File: src/rtl/tt_pll_pkg.sv
// tt_pll_pkg: shared types and defaults for the ADPLL digital blocks.
// Imported by tt_pfd and by the loop filter.
package tt_pll_pkg;

    typedef enum logic [1:0] {
        IDLE = 2'b00,
        UP   = 2'b01,
        DOWN = 2'b10
    } pfd_state_e;

    localparam int PFD_CNT_W     = 8;
    localparam int PFD_MAX_PULSE = 200;
    localparam int CTRL_W        = 16;

endpackage

File: src/rtl/tt_sync_edge.sv
// tt_sync_edge: multi-flop synchronizer, history flop and rising-edge pulse.
// One instance per asynchronous PFD input.
module tt_sync_edge #(
    parameter int SYNC_STAGES = 2
) (
    input  logic i_clk_gen,
    input  logic i_rst_n,
    input  logic async_in,
    output logic rise
);

    logic [SYNC_STAGES-1:0] sync_q;
    logic                   hist_q;

    always_ff @(posedge i_clk_gen or negedge i_rst_n) begin
        if (!i_rst_n) begin
            sync_q <= '0;
            hist_q <= 1'b0;
        end else begin
            sync_q <= {sync_q[SYNC_STAGES-2:0], async_in};
            hist_q <= sync_q[SYNC_STAGES-1];
        end
    end

    assign rise = sync_q[SYNC_STAGES-1] & ~hist_q;

endmodule

File: src/rtl/tt_pfd.sv
// tt_pfd: digital phase-frequency detector feeding the ADPLL loop filter.
// Define TT_PFD_LOCK_DET_EN to build the pulse-length lock detector.
module tt_pfd
    import tt_pll_pkg::*;
#(
    parameter int SYNC_STAGES = 2,
    parameter int CNT_W       = PFD_CNT_W,
    parameter int MAX_PULSE   = PFD_MAX_PULSE,
    parameter int LOCK_TOL    = 2,
    parameter int LOCK_COUNT  = 16
) (
    input  logic i_clk_gen,
    input  logic i_rst_n,
    input  logic i_ref_clk,
    input  logic i_fb_clk,
    output logic o_up,
    output logic o_down,
    output logic o_lock,
    input  logic i_scan_en,
    input  logic i_scan_in,
    output logic o_scan_out
);

    if (SYNC_STAGES < 2 || MAX_PULSE < 1 || MAX_PULSE >= (1 << CNT_W) ||
        LOCK_TOL < 0 || LOCK_COUNT < 1) begin : g_bad_cfg
        $error("tt_pfd: illegal parameter set");
    end

    localparam logic [CNT_W-1:0] CNT_LAST = CNT_W'(MAX_PULSE - 1);

    pfd_state_e       state;
    pfd_state_e       state_nxt;
    logic [CNT_W-1:0] cnt;
    logic [CNT_W-1:0] cnt_nxt;
    logic [CNT_W-1:0] cnt_inc;
    logic             ref_rise;
    logic             fb_rise;
    logic             active;
    logic             timeout;
    logic             up_q;
    logic             down_q;

    tt_sync_edge #(.SYNC_STAGES(SYNC_STAGES)) u_ref_sync (
        .i_clk_gen (i_clk_gen),
        .i_rst_n   (i_rst_n),
        .async_in  (i_ref_clk),
        .rise      (ref_rise)
    );

    tt_sync_edge #(.SYNC_STAGES(SYNC_STAGES)) u_fb_sync (
        .i_clk_gen (i_clk_gen),
        .i_rst_n   (i_rst_n),
        .async_in  (i_fb_clk),
        .rise      (fb_rise)
    );

    assign active  = (state == UP) || (state == DOWN);
    assign cnt_inc = (&cnt) ? cnt : cnt + CNT_W'(1);

    // Count hits MAX_PULSE on the same edge that drops the FSM to IDLE.
    assign timeout = active && (cnt >= CNT_LAST);

    always_comb begin
        state_nxt = state;
        cnt_nxt   = cnt;
        if (i_scan_en) begin
            cnt_nxt   = {cnt[CNT_W-2:0], i_scan_in};
            state_nxt = pfd_state_e'({state[0], cnt[CNT_W-1]});
        end else begin
            unique case (state)
                IDLE: begin
                    if (ref_rise && !fb_rise) begin
                        state_nxt = UP;
                    end else if (fb_rise && !ref_rise) begin
                        state_nxt = DOWN;
                    end
                end
                UP: begin
                    if (timeout || fb_rise) begin
                        state_nxt = IDLE;
                    end
                end
                DOWN: begin
                    if (timeout || ref_rise) begin
                        state_nxt = IDLE;
                    end
                end
                default: state_nxt = IDLE;
            endcase
            if (state == IDLE && state_nxt != IDLE) begin
                cnt_nxt = '0;
            end else if (active) begin
                cnt_nxt = cnt_inc;
            end
        end
    end

    always_ff @(posedge i_clk_gen or negedge i_rst_n) begin
        if (!i_rst_n) begin
            state  <= IDLE;
            cnt    <= '0;
            up_q   <= 1'b0;
            down_q <= 1'b0;
        end else begin
            state  <= state_nxt;
            cnt    <= cnt_nxt;
            up_q   <= (state == UP);
            down_q <= (state == DOWN);
        end
    end

    assign o_up       = up_q & ~i_scan_en;
    assign o_down     = down_q & ~i_scan_en;
    assign o_scan_out = state[1];

`ifdef TT_PFD_LOCK_DET_EN
    localparam int                LOCK_W   = $clog2(LOCK_COUNT + 1);
    localparam logic [LOCK_W-1:0] LOCK_MAX = LOCK_W'(LOCK_COUNT);

    logic [LOCK_W-1:0] lock_cnt;
    logic [CNT_W-1:0]  last_len;
    logic              pulse_seen;
    logic              pulse_end;
    logic              in_tol;

    // A pulse closing on the same edge as ref_rise is the one scored.
    assign pulse_end = ~i_scan_en & active & (state_nxt == IDLE);

    always_comb begin
        in_tol = 1'b1;
        if (pulse_end) begin
            in_tol = (cnt_inc <= CNT_W'(LOCK_TOL));
        end else if (pulse_seen) begin
            in_tol = (last_len <= CNT_W'(LOCK_TOL));
        end
    end

    always_ff @(posedge i_clk_gen or negedge i_rst_n) begin
        if (!i_rst_n) begin
            lock_cnt   <= '0;
            last_len   <= '0;
            pulse_seen <= 1'b0;
        end else if (!i_scan_en) begin
            if (pulse_end) begin
                last_len   <= cnt_inc;
                pulse_seen <= 1'b1;
            end
            if (ref_rise) begin
                pulse_seen <= 1'b0;
            end
            if (pulse_end && timeout) begin
                lock_cnt <= '0;
            end else if (ref_rise && !in_tol) begin
                lock_cnt <= '0;
            end else if (ref_rise && lock_cnt != LOCK_MAX) begin
                lock_cnt <= lock_cnt + LOCK_W'(1);
            end
        end
    end

    assign o_lock = (lock_cnt == LOCK_MAX);
`else
    assign o_lock = 1'b0;
`endif

endmodule
File: config.mk
export PLATFORM = sky130hd
export DESIGN_NAME = tt_pfd
export DESIGN_NICKNAME = d
export VERILOG_FILES = /design/src/rtl/tt_pll_pkg.sv /design/src/rtl/tt_sync_edge.sv /design/src/rtl/tt_pfd.sv
export SDC_FILE = /design/constraint.sdc
export NUM_CORES = 1
export LEC_CHECK = 0
export ABC_CLOCK_PERIOD_IN_PS = 2400
export CAP_MARGIN = 10
export CORE_UTILIZATION = 40
export CTS_CLUSTER_SIZE = 30
export DETAILED_ROUTE_END_ITERATION = 16
export SYNTH_ARGS = -nofsm -noshare
export SYNTH_HDL_FRONTEND = slang
export SYNTH_SLANG_ARGS = --single-unit
File: constraint.sdc
create_clock -name i_clk_gen -period 2.4 [get_ports i_clk_gen]
set_input_delay 0.24 -clock i_clk_gen [delete_from_list [all_inputs] [get_ports i_clk_gen]]
set_output_delay 0.24 -clock i_clk_gen [all_outputs]
set_load 0.05 [all_outputs]
==> flow_metrics.py <==
metrics = {
    "logic_synthesis": {
        "syn_area_sq_mm": 0.00107,
        "synth_top_area_cell": "dfrtp_1",
        "synth.most_common_cell": "dfrtp_1",
        "synth_area_leaders": "dfrtp_1 42%, ha_1 5.8%, o31ai_2 3.5%",
        "synth_fp_nets": 117,
        "syn_inst": 106,
        "synth.avg_cell_area_sq_um": 10.1,
        "ys.flop_type": "dfrtp_1",
        "ys_top_cells_by_count": "18 x dfrtp_1, 8 x nand2_1, 7 x inv_1",
        "async_flop_share": 1.00,
        "ys_types": 40,
        "yosysWarnings": 0,
        "ys_ff_latch": 18,
        "synth_edf_count": 0,
        "ys_seq_area_frac": 0.421,
        "synth_top_area_frac": 0.421,
    },
    "grt": {
        "grt.overflow.total": 0,
        "grt_pass1_vias": 789,
        "grt_max_degree": 19,
        "antenna_found_initial": 0,
        "grt_pass1_wl_um": 3380,
        "grt_usage": 0.167,
    },
    "floorplan": {
        "die_x_um": 53.7,
        "core_sq_mm": 0.00250,
        "io_pins": 10,
        "die_h_um": 53.7,
        "die-area_sq_mm": 0.00289,
        "num_rows": 18,
        "start_util": 0.428,
    },
    "worst_hold_path": {
        "min_path_type": "reg -> reg",
        "min-delay-start": "u_fb_sync.sync_q[0]",
        "min_delay_path_depth": 0,
        "min_to": "u_fb_sync.sync_q[1]",
    },
    "clock_network": {
        "cts_tree": "built",
        "clk_latency_ns": 0.30,
        "cts_made_buffers": 3,
        "cts_resized": 0,
        "cts_root_buf": "clkbuf_4",
        "post-cts-setup-buffers": 0,
        "cts.clk_slew.worst_paths_ns": 0.11,
        "htree_levels": 1,
        "clockBufferDepth": 2,
        "clkSinkCount": 18,
        "ctsHoldBuffers": 0,
    },
    "timing": {
        "finClkSkew_ns": 0.00361,
        "fmax_mhz": 478,
        "tns_ns": 0,
        "maxSlewViolCount": 0,
        "fin_crit_ns": 2.09,
        "slew_headroom": 0.466,
        "hold_viol": 0,
        "setup_viol": 0,
        "fin_crit_sh": 0.872,
        "whs_ns": 0.359,
        "worstMarginPinSlew_ns": 0.799,
        "grt_setup_unrepaired": "false",
    },
    "power_and_ir_drop": {
        "leakage_nw": 0.487,
        "p_total_mw": 0.916,
        "vdd_drop_max_mv": 0.455,
        "powerDensity_mw_per_mm2": 779,
    },
    "critical_path": {
        "cp_cell_sequence": "ha_1 -> a2111o_1 -> nand4_1 -> a21oi_2 -> o211ai_2 -> and2_4 -> a221oi_2",
        "r2r_setup_slack_ns": 0.31,
        "cp_top_family": "compound AO/OA/AOI/OAI gates",
        "path_buf_inv": 0,
        "r2r_cells": 7,
        "r2r-end": "cnt[6]",
        "start_kind": "flip-flop",
        "worst_setup_path_end_kind": "flip-flop",
        "path_class": "reg -> reg",
        "critPathMaxFanout": 8,
        "worst_ep_arrival_time_ns": 2.27,
        "worstPathRequired_ns": 2.57,
        "worst_path_largest_cell_delay_ns": 0.46,
        "slowest_stage": "dfrtp_1",
        "timing.rr.start": "cnt[0]",
    },
    "placement": {
        "routabilityCongestion": 0.792,
        "placed_cells": 137,
        "io_buffers": 8,
        "hpwl_um": 1390,
    },
    "route": {
        "num_vias": 814,
        "dr.first_iter.drc_count": 18,
        "vias_per_cell": 5.77,
        "drt-pass1-iter-count": 4,
        "drt-total-wl_um": 1970,
        "wl_per_cell_um": 14.0,
        "antenna_left": 0,
        "drc": 0,
    },
    "cells_and_area": {
        "utilization": 0.470,
        "stdcell_count": 141,
        "final_nets": 123,
        "area_growth_pct": 9.82,
        "antennaDiodeCount": 0,
        "drive_above_1_share": 0.153,
    },
    "run": {
        "cap_violations": 0,
    },
    "outcome": {
        "status": "complete, no violations",
    },
}
[sequential cells by signal (all words and copies together), names as in the netlist]
| name | flops |
|---|---|
| u_fb_sync.sync_q | 2 |
| u_ref_sync.sync_q | 2 |
| u_ref_sync.hist_q | 1 |
| cnt | 8 |
| state | 2 |
| down_q | 1 |
| u_fb_sync.hist_q | 1 |
| up_q | 1 |
[worst max path at each step]
stage	start	endpoint	slack, ns	cells past startpoint
after floorplan	state[1]	cnt[4]	0.16	8
after global placement	cnt[0]	cnt[4]	0.36	7
after detailed placement	cnt[0]	cnt[4]	0.34	7
after CTS	cnt[0]	cnt[4]	0.31	7
after global routing	cnt[0]	cnt[6]	0.19	7
final	cnt[0]	cnt[6]	0.31	7
[stage by stage]
step                      worst slack [ns]  instance area [sq um]
final                                0.307                   1170
after global routing                 0.185                   1170
after CTS                            0.312                   1170
after detailed placement             0.343                   1140
after global placement               0.365                   1140
after floorplan                      0.160                   1070
[power by group]
| group | total (mW) | switching (mW) | internal (mW) | leakage (nW) |
|---|---|---|---|---|
| registers | 0.424 | 0.0726 | 0.352 | 0.228 |
| clock network | 0.193 | 0.100 | 0.0925 | 0.0210 |
| logic | 0.298 | 0.166 | 0.133 | 0.238 |
| total | 0.916 | 0.339 | 0.577 | 0.487 |
[layer usage]
| layer | up-vias | routed length, um | GRT usage |
|---|---|---|---|
| met3 | 4 | 95 | 0.0282 |
| met5 | - | 0 | 0 |
| met2 | 25 | 953 | 0.276 |
| li1 | 396 | - | - |
| met1 | 389 | 883 | 0.202 |
| met4 | 0 | 36 | 0.101 |
[area by class of cell]
type / count / area [sq um]
clock buffer: 4 / 36.3
fill: 235 / 1330
inverter: 7 / 26.3
multi-input combinational: 73 / 542
sequential: 18 / 450
tap: 30 / 37.5
timing repair buffer: 9 / 82.6
[cell usage in the layout, fill, tap and decap left out, types with 3 or more instances in the layout]
cell type and n:
dfrtp_1 18, nand2_1 8, inv_1 7, clkdlybuf4s50_1 6, o21ai_0 5, ha_1 5, nor2b_1 4, nand4_1 4
nand3_1 4, o31ai_1 3, nor2_1 3, a21oi_1 3, o31ai_2 3, clkbuf_4 3, buf_4 3
[worst register-to-register path: cells and delay by family (launching register included)]
kind,cells,cell delay (ns)
AOI/OAI and AO/OA,4,0.83
adders and majority gates,1,0.28
DFF,1,0.46
and+or+nand+nor,2,0.42
[cell families after synthesis]
family | after synthesis | share of synthesized area
AO/OA/AOI/OAI | 31 | 0.247
XOR/XNOR | 2 | 0.0164
adder cells (fa/ha/maj) | 5 | 0.0585
buffers and inverters | 15 | 0.0725
flip-flops | 18 | 0.421
multiplexers | 2 | 0.0187
other | 1 | 0.00351
AND/OR/NAND/NOR | 32 | 0.163
Note: power is estimated with default switching activity, not from simulation.
==> RTL edit (same flow settings) <==
`SYNC_STAGES` is set to 2 in 2 places; all go to 4.
--- a/src/rtl/tt_sync_edge.sv
+++ b/src/rtl/tt_sync_edge.sv
@@ -1,7 +1,7 @@
 // tt_sync_edge: multi-flop synchronizer, history flop and rising-edge pulse.
 // One instance per asynchronous PFD input.
 module tt_sync_edge #(
-    parameter int SYNC_STAGES = 2
+    parameter int SYNC_STAGES = 4
 ) (
     input  logic i_clk_gen,
     input  logic i_rst_n,
--- a/src/rtl/tt_pfd.sv
+++ b/src/rtl/tt_pfd.sv
@@ -3,7 +3,7 @@
 module tt_pfd
     import tt_pll_pkg::*;
 #(
-    parameter int SYNC_STAGES = 2,
+    parameter int SYNC_STAGES = 4,
     parameter int CNT_W       = PFD_CNT_W,
     parameter int MAX_PULSE   = PFD_MAX_PULSE,
     parameter int LOCK_TOL    = 2,
Check against the original RTL: not equivalent (a bounded check fails within 4 cycles, from zero or initial values and one cycle with i_rst_n low).
==> RTL edit against the original RTL <==
Non-clock buffer count rose by 1. Sequential cell count rose by 4. Worst setup slack got worse by 0.036 ns. Power rose by 25%. Critical path depth rose by 1. Design area rose by 14%. Area after synthesis rose by 11%. Routed wire length rose by 7.4%. Largest power group unchanged.
==> RTL edit: results (changes against the original RTL) <==
Launch instance of the worst register-to-register path - state[1]
Filler cell count - 259 (+10%)
Detailed-route vias per instance - 5.57 (-3.5%)
Number of global-route vias before repair - 753 (-4.6%)
Slowest cell delay on critical path - 0.45 ns
IO Port Bufs - 8 (unchanged)
Compound-gate portion of the synthesized area - 0.254 (+0.00717)
Met3 Usage GRT - 0.0253 (-0.00290)
Adder and majority cell fraction of the synthesized area - 0.0527 (-0.00579)
TritonRoute pass-1 iters - 4 (unchanged)
GR Layer Usage met1 - 0.203 (about the same)
Share of synthesized area spent on multiplexers - 0.00843 (-0.0103)
Max Clock Skew - 0.00194 ns (-0.00167 ns)
Met3 wirelength from detailed routing - 101 um (+6.3%)
Cell types occupying the most area after synthesis - sky130_fd_sc_hd__dfrtp_1 (46%), sky130_fd_sc_hd__ha_1 (5.3%), sky130_fd_sc_hd__a21oi_1 (3.4%)
Number of H-tree levels - 1 (unchanged)
Cell type group with the largest total delay on the critical path - compound AO/OA/AOI/OAI gates
Proportion of power drawn by flip-flops and latches - 0.442 (-0.021)
Met2 wirelength from detailed routing - 1010 um (+6.2%)
Outcome - finished clean
Power density over the cells - 854 mW/mm2 (+9.5%)
R2R Path End - cnt[4]
Maximum fanout along the worst path - 8 (unchanged)
Most common library cells after synthesis - sky130_fd_sc_hd__dfrtp_1 (22), sky130_fd_sc_hd__nand2_1 (10), sky130_fd_sc_hd__a21oi_1 (8)
Antenna violations before repair - 0 (unchanged)
Grt met2 use - 0.220 (-0.0556)
Part of the total power dissipated in the clock network - 0.253 (+0.042)
Unique masters post-synth - 43 (+7.5%)
RD Place Congestion - 0.813 (+2.6%)
Clock-pin slew on the worst setup and hold paths - 0.13 ns (+0.02 ns)
Leak pwr - 0.558 nW (+15%)
Type of the tightest min-delay check - input pin to asynchronous set/reset pin
Metal-1 WL - 977 um (+11%)
Synthesized netlist net count - 122 (+4.3%)
Post-cts resize count - 0 (unchanged)
WHS - 0.255 ns (-0.104 ns)
Wire length of the first global-routing pass - 3600 um (+6.5%)
Nets@finish - 132 (+7.3%)
Async set or reset register ratio after synthesis - 1.00 (unchanged)
Largest net degree at the start of global routing - 23 (+4)
Count of routing violations after the opening detailed-route iteration - 28 (+10)
Fraction of final layout cells with drive strength greater than 1 - 0.200 (+0.0468)
Proportion of synthesized chip area in sequential cells - 0.464 (+0.0426)
Placed wire-length estimate after detailed placement - 1530 um (+10%)
Global routing usage summed across all routing layers - 0.147 (-0.0205)
Synth Area in XOR/XNOR - 0.0148 (-0.00162)
Count of warnings emitted by yosys - 0 (unchanged)
Cell at the root of the clock tree - sky130_fd_sc_hd__clkbuf_4
Routed Wire Length - 2110 um (+7.4%)
Fraction of power spent switching nets - 0.346 (-0.0238)
Flop-to-flop setup slack - 0.27 ns (-0.04 ns)
VDD IR max - 0.433 mV (-4.8%)
R2R cell count - 8 (+1)
Proportion of netlist area held by the largest area contributor - 0.464 (+0.0426)
Count of antenna diodes in the layout - 0 (unchanged)
Setup Fix Bufs, Post-CTS - 0 (unchanged)
[RTL edit: layout make-up]
type / count / area share
sequential: 22 / 0.412
timing repair buffer: 10 / 0.0674
tap: 31 / 0.0290
inverter: 7 / 0.0197
clock inverter: 1 / 0.0225
multi-input combinational: 77 / 0.433
clock buffer: 3 / 0.0169
[RTL edit: how the worst max path moves through the flow]
stage / start / endpoint / slack, ns / cells past startpoint
after floorplan: state[1] / cnt[4] / 0.12 / 8
after global placement: state[1] / cnt[6] / 0.30 / 8
after detailed placement: state[1] / cnt[4] / 0.27 / 8
after CTS: state[1] / cnt[4] / 0.24 / 8
after global routing: state[1] / cnt[4] / 0.07 / 8
final: state[1] / cnt[4] / 0.27 / 8
[RTL edit: through the flow]
stage	area, um2	setup slack [ns]	util	std cells
finish	1340	0.271	0.480	151
global route	1340	0.0710	0.480	151
CTS	1340	0.240	0.480	151
detailed placement	1280	0.265	0.462	147
global placement	1280	0.297	0.462	147
floorplan	1190	0.118	-	111
